==> src/rtl/td4_pkg.sv <==
// Shared TD4 definitions: widths, opcodes, adder source selects and sequencer states.
package td4_pkg;

  localparam int unsigned ADDR_W = 4;
  localparam int unsigned DATA_W = 8;
  localparam int unsigned OP_W   = 4;
  localparam int unsigned SEL_W  = 2;

  localparam logic [OP_W-1:0] OP_ADD_A  = 4'h0;
  localparam logic [OP_W-1:0] OP_MOV_AB = 4'h1;
  localparam logic [OP_W-1:0] OP_IN_A   = 4'h2;
  localparam logic [OP_W-1:0] OP_MOV_AI = 4'h3;
  localparam logic [OP_W-1:0] OP_MOV_BA = 4'h4;
  localparam logic [OP_W-1:0] OP_ADD_B  = 4'h5;
  localparam logic [OP_W-1:0] OP_IN_B   = 4'h6;
  localparam logic [OP_W-1:0] OP_MOV_BI = 4'h7;
  localparam logic [OP_W-1:0] OP_OUT_B  = 4'h9;
  localparam logic [OP_W-1:0] OP_OUT_I  = 4'hB;
  localparam logic [OP_W-1:0] OP_JNC    = 4'hE;
  localparam logic [OP_W-1:0] OP_JMP    = 4'hF;

  localparam logic [SEL_W-1:0] SEL_A    = 2'b00;
  localparam logic [SEL_W-1:0] SEL_B    = 2'b01;
  localparam logic [SEL_W-1:0] SEL_IN   = 2'b10;
  localparam logic [SEL_W-1:0] SEL_ZERO = 2'b11;

  typedef enum logic [1:0] {
    ST_LOAD = 2'd0,
    ST_RUN  = 2'd1,
    ST_HALT = 2'd2
  } state_t;

endpackage

==> src/rtl/td4_decoder.sv <==
// Combinational TD4 instruction decoder: opcode and carry flag to strobes, source select and jump control.
module td4_decoder
  import td4_pkg::*;
(
  input  logic [DATA_W-1:0] instr,
  input  logic              carry,
  output logic [SEL_W-1:0]  sel,
  output logic [ADDR_W-1:0] imm,
  output logic              ld_n,
  output logic              load_a_n,
  output logic              load_b_n,
  output logic              load_out_n
);

  assign imm = instr[ADDR_W-1:0];

  // Unlisted opcodes fall through as NOP with the zero source selected.
  always_comb begin
    sel        = SEL_ZERO;
    ld_n       = 1'b1;
    load_a_n   = 1'b1;
    load_b_n   = 1'b1;
    load_out_n = 1'b1;
    case (instr[DATA_W-1:ADDR_W])
      OP_ADD_A:  begin sel = SEL_A;    load_a_n   = 1'b0; end
      OP_MOV_AB: begin sel = SEL_B;    load_a_n   = 1'b0; end
      OP_IN_A:   begin sel = SEL_IN;   load_a_n   = 1'b0; end
      OP_MOV_AI: begin sel = SEL_ZERO; load_a_n   = 1'b0; end
      OP_MOV_BA: begin sel = SEL_A;    load_b_n   = 1'b0; end
      OP_ADD_B:  begin sel = SEL_B;    load_b_n   = 1'b0; end
      OP_IN_B:   begin sel = SEL_IN;   load_b_n   = 1'b0; end
      OP_MOV_BI: begin sel = SEL_ZERO; load_b_n   = 1'b0; end
      OP_OUT_B:  begin sel = SEL_B;    load_out_n = 1'b0; end
      OP_OUT_I:  begin sel = SEL_ZERO; load_out_n = 1'b0; end
      OP_JNC:    ld_n = carry;
      OP_JMP:    ld_n = 1'b0;
      default:   ;
    endcase
  end

endmodule

==> src/rtl/td4_fetch_decode.sv <==
// TD4 instruction side: program memory, load/run/halt sequencing, carry flag and decode to the datapath.
module td4_fetch_decode
  import td4_pkg::*;
#(
  parameter int unsigned MEM_DEPTH      = 16,
  parameter bit          CLEAR_ON_RESET = 1'b1
) (
  input  logic              clk,
  input  logic              reset,
  input  logic [ADDR_W-1:0] pc,
  input  logic              alu_carry,
  input  logic              prog_we,
  input  logic [ADDR_W-1:0] prog_addr,
  input  logic [DATA_W-1:0] prog_data,
  input  logic              prog_start,
  input  logic              prog_mode,
  output logic              cpu_rst_n,
  output logic              ld_n,
  output logic [ADDR_W-1:0] imm,
  output logic [SEL_W-1:0]  sel,
  output logic              load_a_n,
  output logic              load_b_n,
  output logic              load_out_n,
  output logic              carry_q,
  output logic              halted
);

  logic [DATA_W-1:0] mem [MEM_DEPTH];
  state_t            state;
  state_t            state_nxt;
  logic [DATA_W-1:0] instr;
  logic              mem_we;

  logic [SEL_W-1:0]  dec_sel;
  logic [ADDR_W-1:0] dec_imm;
  logic              dec_ld_n;
  logic              dec_load_a_n;
  logic              dec_load_b_n;
  logic              dec_load_out_n;

  assign mem_we = (state == ST_LOAD) && prog_we && (32'(prog_addr) < MEM_DEPTH);
  assign instr  = (32'(pc) < MEM_DEPTH) ? mem[pc] : '0;

  // Program memory; reset clearing is optional so a plain RAM macro can be used.
  if (CLEAR_ON_RESET) begin : g_mem_clr
    always_ff @(posedge clk or negedge reset) begin
      if (!reset) begin
        for (int i = 0; i < int'(MEM_DEPTH); i++) mem[i] <= '0;
      end else if (mem_we) begin
        mem[prog_addr] <= prog_data;
      end
    end
  end else begin : g_mem_plain
    always_ff @(posedge clk) begin
      if (mem_we) mem[prog_addr] <= prog_data;
    end
  end

  td4_decoder u_decoder (
    .instr      (instr),
    .carry      (carry_q),
    .sel        (dec_sel),
    .imm        (dec_imm),
    .ld_n       (dec_ld_n),
    .load_a_n   (dec_load_a_n),
    .load_b_n   (dec_load_b_n),
    .load_out_n (dec_load_out_n)
  );

  // Carry tracks the adder only while instructions execute; HALT and LOAD hold it.
  always_ff @(posedge clk or negedge reset) begin
    if (!reset) carry_q <= 1'b0;
    else if (state == ST_RUN) carry_q <= alu_carry;
  end

  always_ff @(posedge clk or negedge reset) begin
    if (!reset) state <= ST_LOAD;
    else state <= state_nxt;
  end

  // prog_mode wins over the self-jump halt detection.
  always_comb begin
    state_nxt = state;
    case (state)
      ST_LOAD: if (prog_start) state_nxt = ST_RUN;
      ST_RUN: begin
        if (prog_mode) state_nxt = ST_LOAD;
        else if ((instr[DATA_W-1:ADDR_W] == OP_JMP) && (instr[ADDR_W-1:0] == pc))
          state_nxt = ST_HALT;
      end
      ST_HALT: if (prog_mode) state_nxt = ST_LOAD;
      default: state_nxt = ST_LOAD;
    endcase
  end

  // Decode reaches the datapath only while the CPU is out of reset.
  always_comb begin
    cpu_rst_n  = 1'b0;
    halted     = 1'b0;
    ld_n       = 1'b1;
    imm        = '0;
    sel        = SEL_ZERO;
    load_a_n   = 1'b1;
    load_b_n   = 1'b1;
    load_out_n = 1'b1;
    if ((state == ST_RUN) || (state == ST_HALT)) begin
      cpu_rst_n  = 1'b1;
      halted     = (state == ST_HALT);
      ld_n       = dec_ld_n;
      imm        = dec_imm;
      sel        = dec_sel;
      load_a_n   = dec_load_a_n;
      load_b_n   = dec_load_b_n;
      load_out_n = dec_load_out_n;
    end
  end

endmodule

==> config.mk <==
export PLATFORM = sky130hd
export DESIGN_NAME = td4_fetch_decode
export DESIGN_NICKNAME = d
export VERILOG_FILES = /design/src/rtl/td4_pkg.sv /design/src/rtl/td4_decoder.sv /design/src/rtl/td4_fetch_decode.sv
export SDC_FILE = /design/constraint.sdc
export NUM_CORES = 1
export LEC_CHECK = 0
export CAP_MARGIN = 20
export CORE_MARGIN = 4
export CORE_UTILIZATION = 54
export DETAILED_ROUTE_END_ITERATION = 8
export GPL_TIMING_DRIVEN = 0
export PLACE_DENSITY = 0.74
export SETUP_SLACK_MARGIN = 0.1
export SLEW_MARGIN = 0
export SYNTH_ARGS = -nofsm -noshare
export SYNTH_HDL_FRONTEND = slang
export SYNTH_SLANG_ARGS = --single-unit
==> constraint.sdc <==
create_clock -name clk -period 2.4 [get_ports clk]
set_input_delay 0.48 -clock clk [delete_from_list [all_inputs] [get_ports clk]]
set_output_delay 0.48 -clock clk [all_outputs]
set_load 0.02 [all_outputs]
==> impl_metrics.ini <==
[outcome]
violations = negative setup slack
run_status = complete, but fails checks

[worst_hold_path]
hold_path_startpoint = mem[88]$_DFFE_PN0P_
min_path_type = reg2reg

[global_route]
first_global_vias = 4362
grt_usage_pct = 25.2
antenna_found_initial = 0
grt_first_pass_wirelength_um = 24500
grt_start_max_net_pins = 92
globalRoute.totalOverflow = 0

[routing]
vias_per_cell = 6.13
drt-wirelength-per-cell_um = 23.1
detail_route.first_pass.iterations = 4
highest-signal-layer = met4
wirelength_um = 15600
detailroute.via_count = 4142
drc_violation_count_after_routing = 0
detail-route-antenna-nets = 0
drt-met1-wl_um = 6900
detail_route.iter0.violations = 311
detailroute.wirelength.met2_um = 7420
detailroute.wirelength.met3_um = 928

[timing]
timing.final.crit_period_ps = 2750
final_critical_path_setup_slack_ps = -353
maxSlewHeadroom_pct = 51.3
final_hold_viol_count = 0
setup_repair_after_global_routing_missed_its_margin = true
clock_skew_ps = 4.82
whs_ps = 490
period_share_pct = 115
setup_viol = 8
timing_worst_slew_pin_value_ps = 731
timing_max_transition_violations_final = 0
achievable-frequency_mhz = 363

[setup_path]
worst_ep_arrival_time_ps = 2270
setup.worst_path.start_class = flip-flop
critical_path_required_ps = 1920
startpoint_of_the_worst_slack_reg_to_reg_timing_path = mem[0]$_DFFE_PN0P_
timing.setup.critical_path_class = reg2out
worst_setup_path_end_kind = primary output
maximum_fanout_along_the_worst_path = 3
timing.critical_path.from = mem[47]$_DFFE_PN0P_

[logic_synthesis]
ys_async_sr_fraction_pct = 100
sequential_element_share_of_the_synthesized_area_pct = 52.3
synthesis.nets = 458
syn_area_um2 = 6270
synth_cells = 432
yosys_register_bits = 131
synth.lib_cells_used.distinct = 40
synth_enable_flop_cells = 0
most_common_flop_cell_mapped_by_yosys = sky130_fd_sc_hd__dfrtp_1
syn-mean-instance-area_um2 = 14.5
yosysWarnings = 0

[floorplan]
start_util_pct = 55.1
die_w_um = 116
die-height_um = 116
placement_rows = 39
io-pin-count = 35
die-area_um2 = 13400
coreArea_um2 = 11400

[clock_network]
clock_tree.root_cell = sky130_fd_sc_hd__clkbuf_16
h_tree_levels = 4
clock_path_buffers = 2
clock_sink_count = 131
insertion_delay_ps = 420
numCtsBuffers = 17
tritoncts = yes
clkSlewWorstSetupHoldPaths_ps = 60

[placed_design]
gp_congestion = 0.901
port-buffer-count = 32
placed_area_um2 = 6910
pre_cts_ws_ps = -1360
dp_hpwl_um = 9980

[power]
power_w = 0.00930
power.static_leakage_nw = 3.61
power.ir.vdd_worst_v = 0.000736
p_per_area_nw_per_um2 = 1140

[cells_and_area]
antennaDiodeCount = 0
fin_nets = 546
final_design_area_no_fill_um2 = 8190
drive_gt1_share_pct = 54.6
synthToLayoutAreaGrowth_pct = 30.6

[job]
cap_viol_max_count = 0
-- cells in the mapped netlist (3+ instances only) --
| cell type | n | area, um2 |
|---|---|---|
| sky130_fd_sc_hd__inv_1 | 6 | 22.5 |
| sky130_fd_sc_hd__nand2b_1 | 9 | 56.3 |
| sky130_fd_sc_hd__nor2b_1 | 4 | 25.0 |
| sky130_fd_sc_hd__nand2_1 | 16 | 60.1 |
| sky130_fd_sc_hd__dfrtp_1 | 131 | 3280 |
| sky130_fd_sc_hd__a22oi_1 | 4 | 30.0 |
| sky130_fd_sc_hd__clkbuf_1 | 13 | 48.8 |
| sky130_fd_sc_hd__nor2_1 | 16 | 60.1 |
| sky130_fd_sc_hd__nor3_1 | 3 | 15.0 |
| sky130_fd_sc_hd__and2_1 | 4 | 25.0 |
| sky130_fd_sc_hd__nand3_1 | 6 | 30.0 |
| sky130_fd_sc_hd__mux2_1 | 7 | 78.8 |
| sky130_fd_sc_hd__a22o_1 | 3 | 26.3 |
| sky130_fd_sc_hd__buf_2 | 5 | 25.0 |
| sky130_fd_sc_hd__mux4_2 | 28 | 631 |
| sky130_fd_sc_hd__buf_6 | 3 | 33.8 |
| sky130_fd_sc_hd__o21ai_0 | 7 | 35.0 |
| sky130_fd_sc_hd__mux2i_1 | 10 | 100 |
| sky130_fd_sc_hd__ha_1 | 4 | 50.1 |
| sky130_fd_sc_hd__mux2_2 | 126 | 1420 |
-- final cells by class --
class                   count  area (um2)
plain buffers              22         200
clock buffers              19         433
clock inverters            13         230
fillers                   731        3180
inverters                   6        30.0
multi-input cells         272        3110
flip-flops and latches    131        3280
well taps                 143         179
repair buffers             70         728
-- timing repair --
item / in CTS / in global routing
pin swaps: 14 / 12
gates resized for setup: 129 / 21
cloned: 1 / 0
buffers inserted: 22 / 11
endpoints found under the setup margin: 117 / 73
hold endpoints to repair: 40 / 0
hold buffers: 1 / 0
-- where the power goes --
part | internal, W | total [W] | switching, W | leakage, nW
combinational | 0.00166 | 0.00275 | 0.00109 | 1.62
clock | 0.00195 | 0.00292 | 0.000975 | 0.314
sequential | 0.00314 | 0.00363 | 0.000484 | 1.67
-- through the flow --
step           instances  utilization [%]  setup TNS, ps
4_1_cts              666             70.5          -2080
3_5_place_dp         610             60.8         -39800
5_1_grt              676             72.0          -2570
3_3_place_gp         607             60.2        -572880
6_report             676             72.0          -1940
2_1_floorplan        432                -           -394
-- flip-flops by register name, indices dropped and copies added (netlist names) --
signal / count
mem: 128
carry_q: 1
state: 2
-- worst paths after layout --
kind,to,cells past startpoint,slack [ps]
worst max-delay path,sel[0],7,-350
worst min-delay path,mem[88]$_DFFE_PN0P_,1,490
worst max register to register,state[0]$_DFFE_PN0P_,7,10
worst min register to register,mem[88]$_DFFE_PN0P_,1,490
max in group asynchronous,mem[5]$_DFFE_PN0P_,3,1070
min in group asynchronous,mem[1]$_DFFE_PN0P_,2,540
-- per-layer routing --
metal | up-vias | track usage [%]
met3 | 28 | 5.95
met4 | 0 | 9.05
met1 | 2187 | 35.9
met2 | 136 | 38.4
li1 | 1791 | -
met5 | - | 0
-- cell families after synthesis --
| family | count (synthesis) | synth area share [%] |
|---|---|---|
| DFF | 131 | 52.3 |
| muxes | 171 | 35.5 |
| adders and majority gates | 4 | 0.798 |
| AOI/OAI and AO/OA | 28 | 3.41 |
| and+or+nand+nor | 68 | 5.51 |
| xor gates and xnor gates | 1 | 0.140 |
| buffers and inverters | 29 | 2.31 |
-- cell usage in the layout (no fill, tap or decap), types with 3 or more instances in the layout --
master | Yosys | routed
sky130_fd_sc_hd__a22o_1 | 3 | 3
sky130_fd_sc_hd__a22oi_2 | 0 | 3
sky130_fd_sc_hd__and2_4 | 0 | 3
sky130_fd_sc_hd__buf_12 | 0 | 9
sky130_fd_sc_hd__buf_4 | 2 | 29
sky130_fd_sc_hd__buf_6 | 3 | 18
sky130_fd_sc_hd__bufinv_16 | 0 | 6
sky130_fd_sc_hd__clkbuf_1 | 13 | 11
sky130_fd_sc_hd__clkbuf_16 | 0 | 17
sky130_fd_sc_hd__clkdlybuf4s50_1 | 0 | 18
sky130_fd_sc_hd__clkinvlp_4 | 0 | 5
sky130_fd_sc_hd__dfrtp_1 | 131 | 131
sky130_fd_sc_hd__ha_1 | 4 | 3
sky130_fd_sc_hd__inv_1 | 6 | 3
sky130_fd_sc_hd__mux2_1 | 7 | 6
sky130_fd_sc_hd__mux2_2 | 126 | 124
sky130_fd_sc_hd__mux2_4 | 0 | 3
sky130_fd_sc_hd__mux2i_1 | 10 | 9
sky130_fd_sc_hd__mux4_2 | 28 | 28
sky130_fd_sc_hd__nand2_1 | 16 | 13
sky130_fd_sc_hd__nand2_2 | 0 | 3
sky130_fd_sc_hd__nand2b_1 | 9 | 7
sky130_fd_sc_hd__nand3_1 | 6 | 4
sky130_fd_sc_hd__nor2_1 | 16 | 5
sky130_fd_sc_hd__nor2_4 | 0 | 9
sky130_fd_sc_hd__o21ai_0 | 7 | 3
-- worst max-delay path, cell delays in order (launching register included) --
cell and delay (ps):
sky130_fd_sc_hd__dfrtp_1 370, sky130_fd_sc_hd__mux4_2 460, sky130_fd_sc_hd__a22o_1 250, sky130_fd_sc_hd__a221oi_4 230, sky130_fd_sc_hd__and2_4 210, sky130_fd_sc_hd__buf_6 120, sky130_fd_sc_hd__nand3_4 70, sky130_fd_sc_hd__buf_6 130
Power figures use the tool's default switching activity.
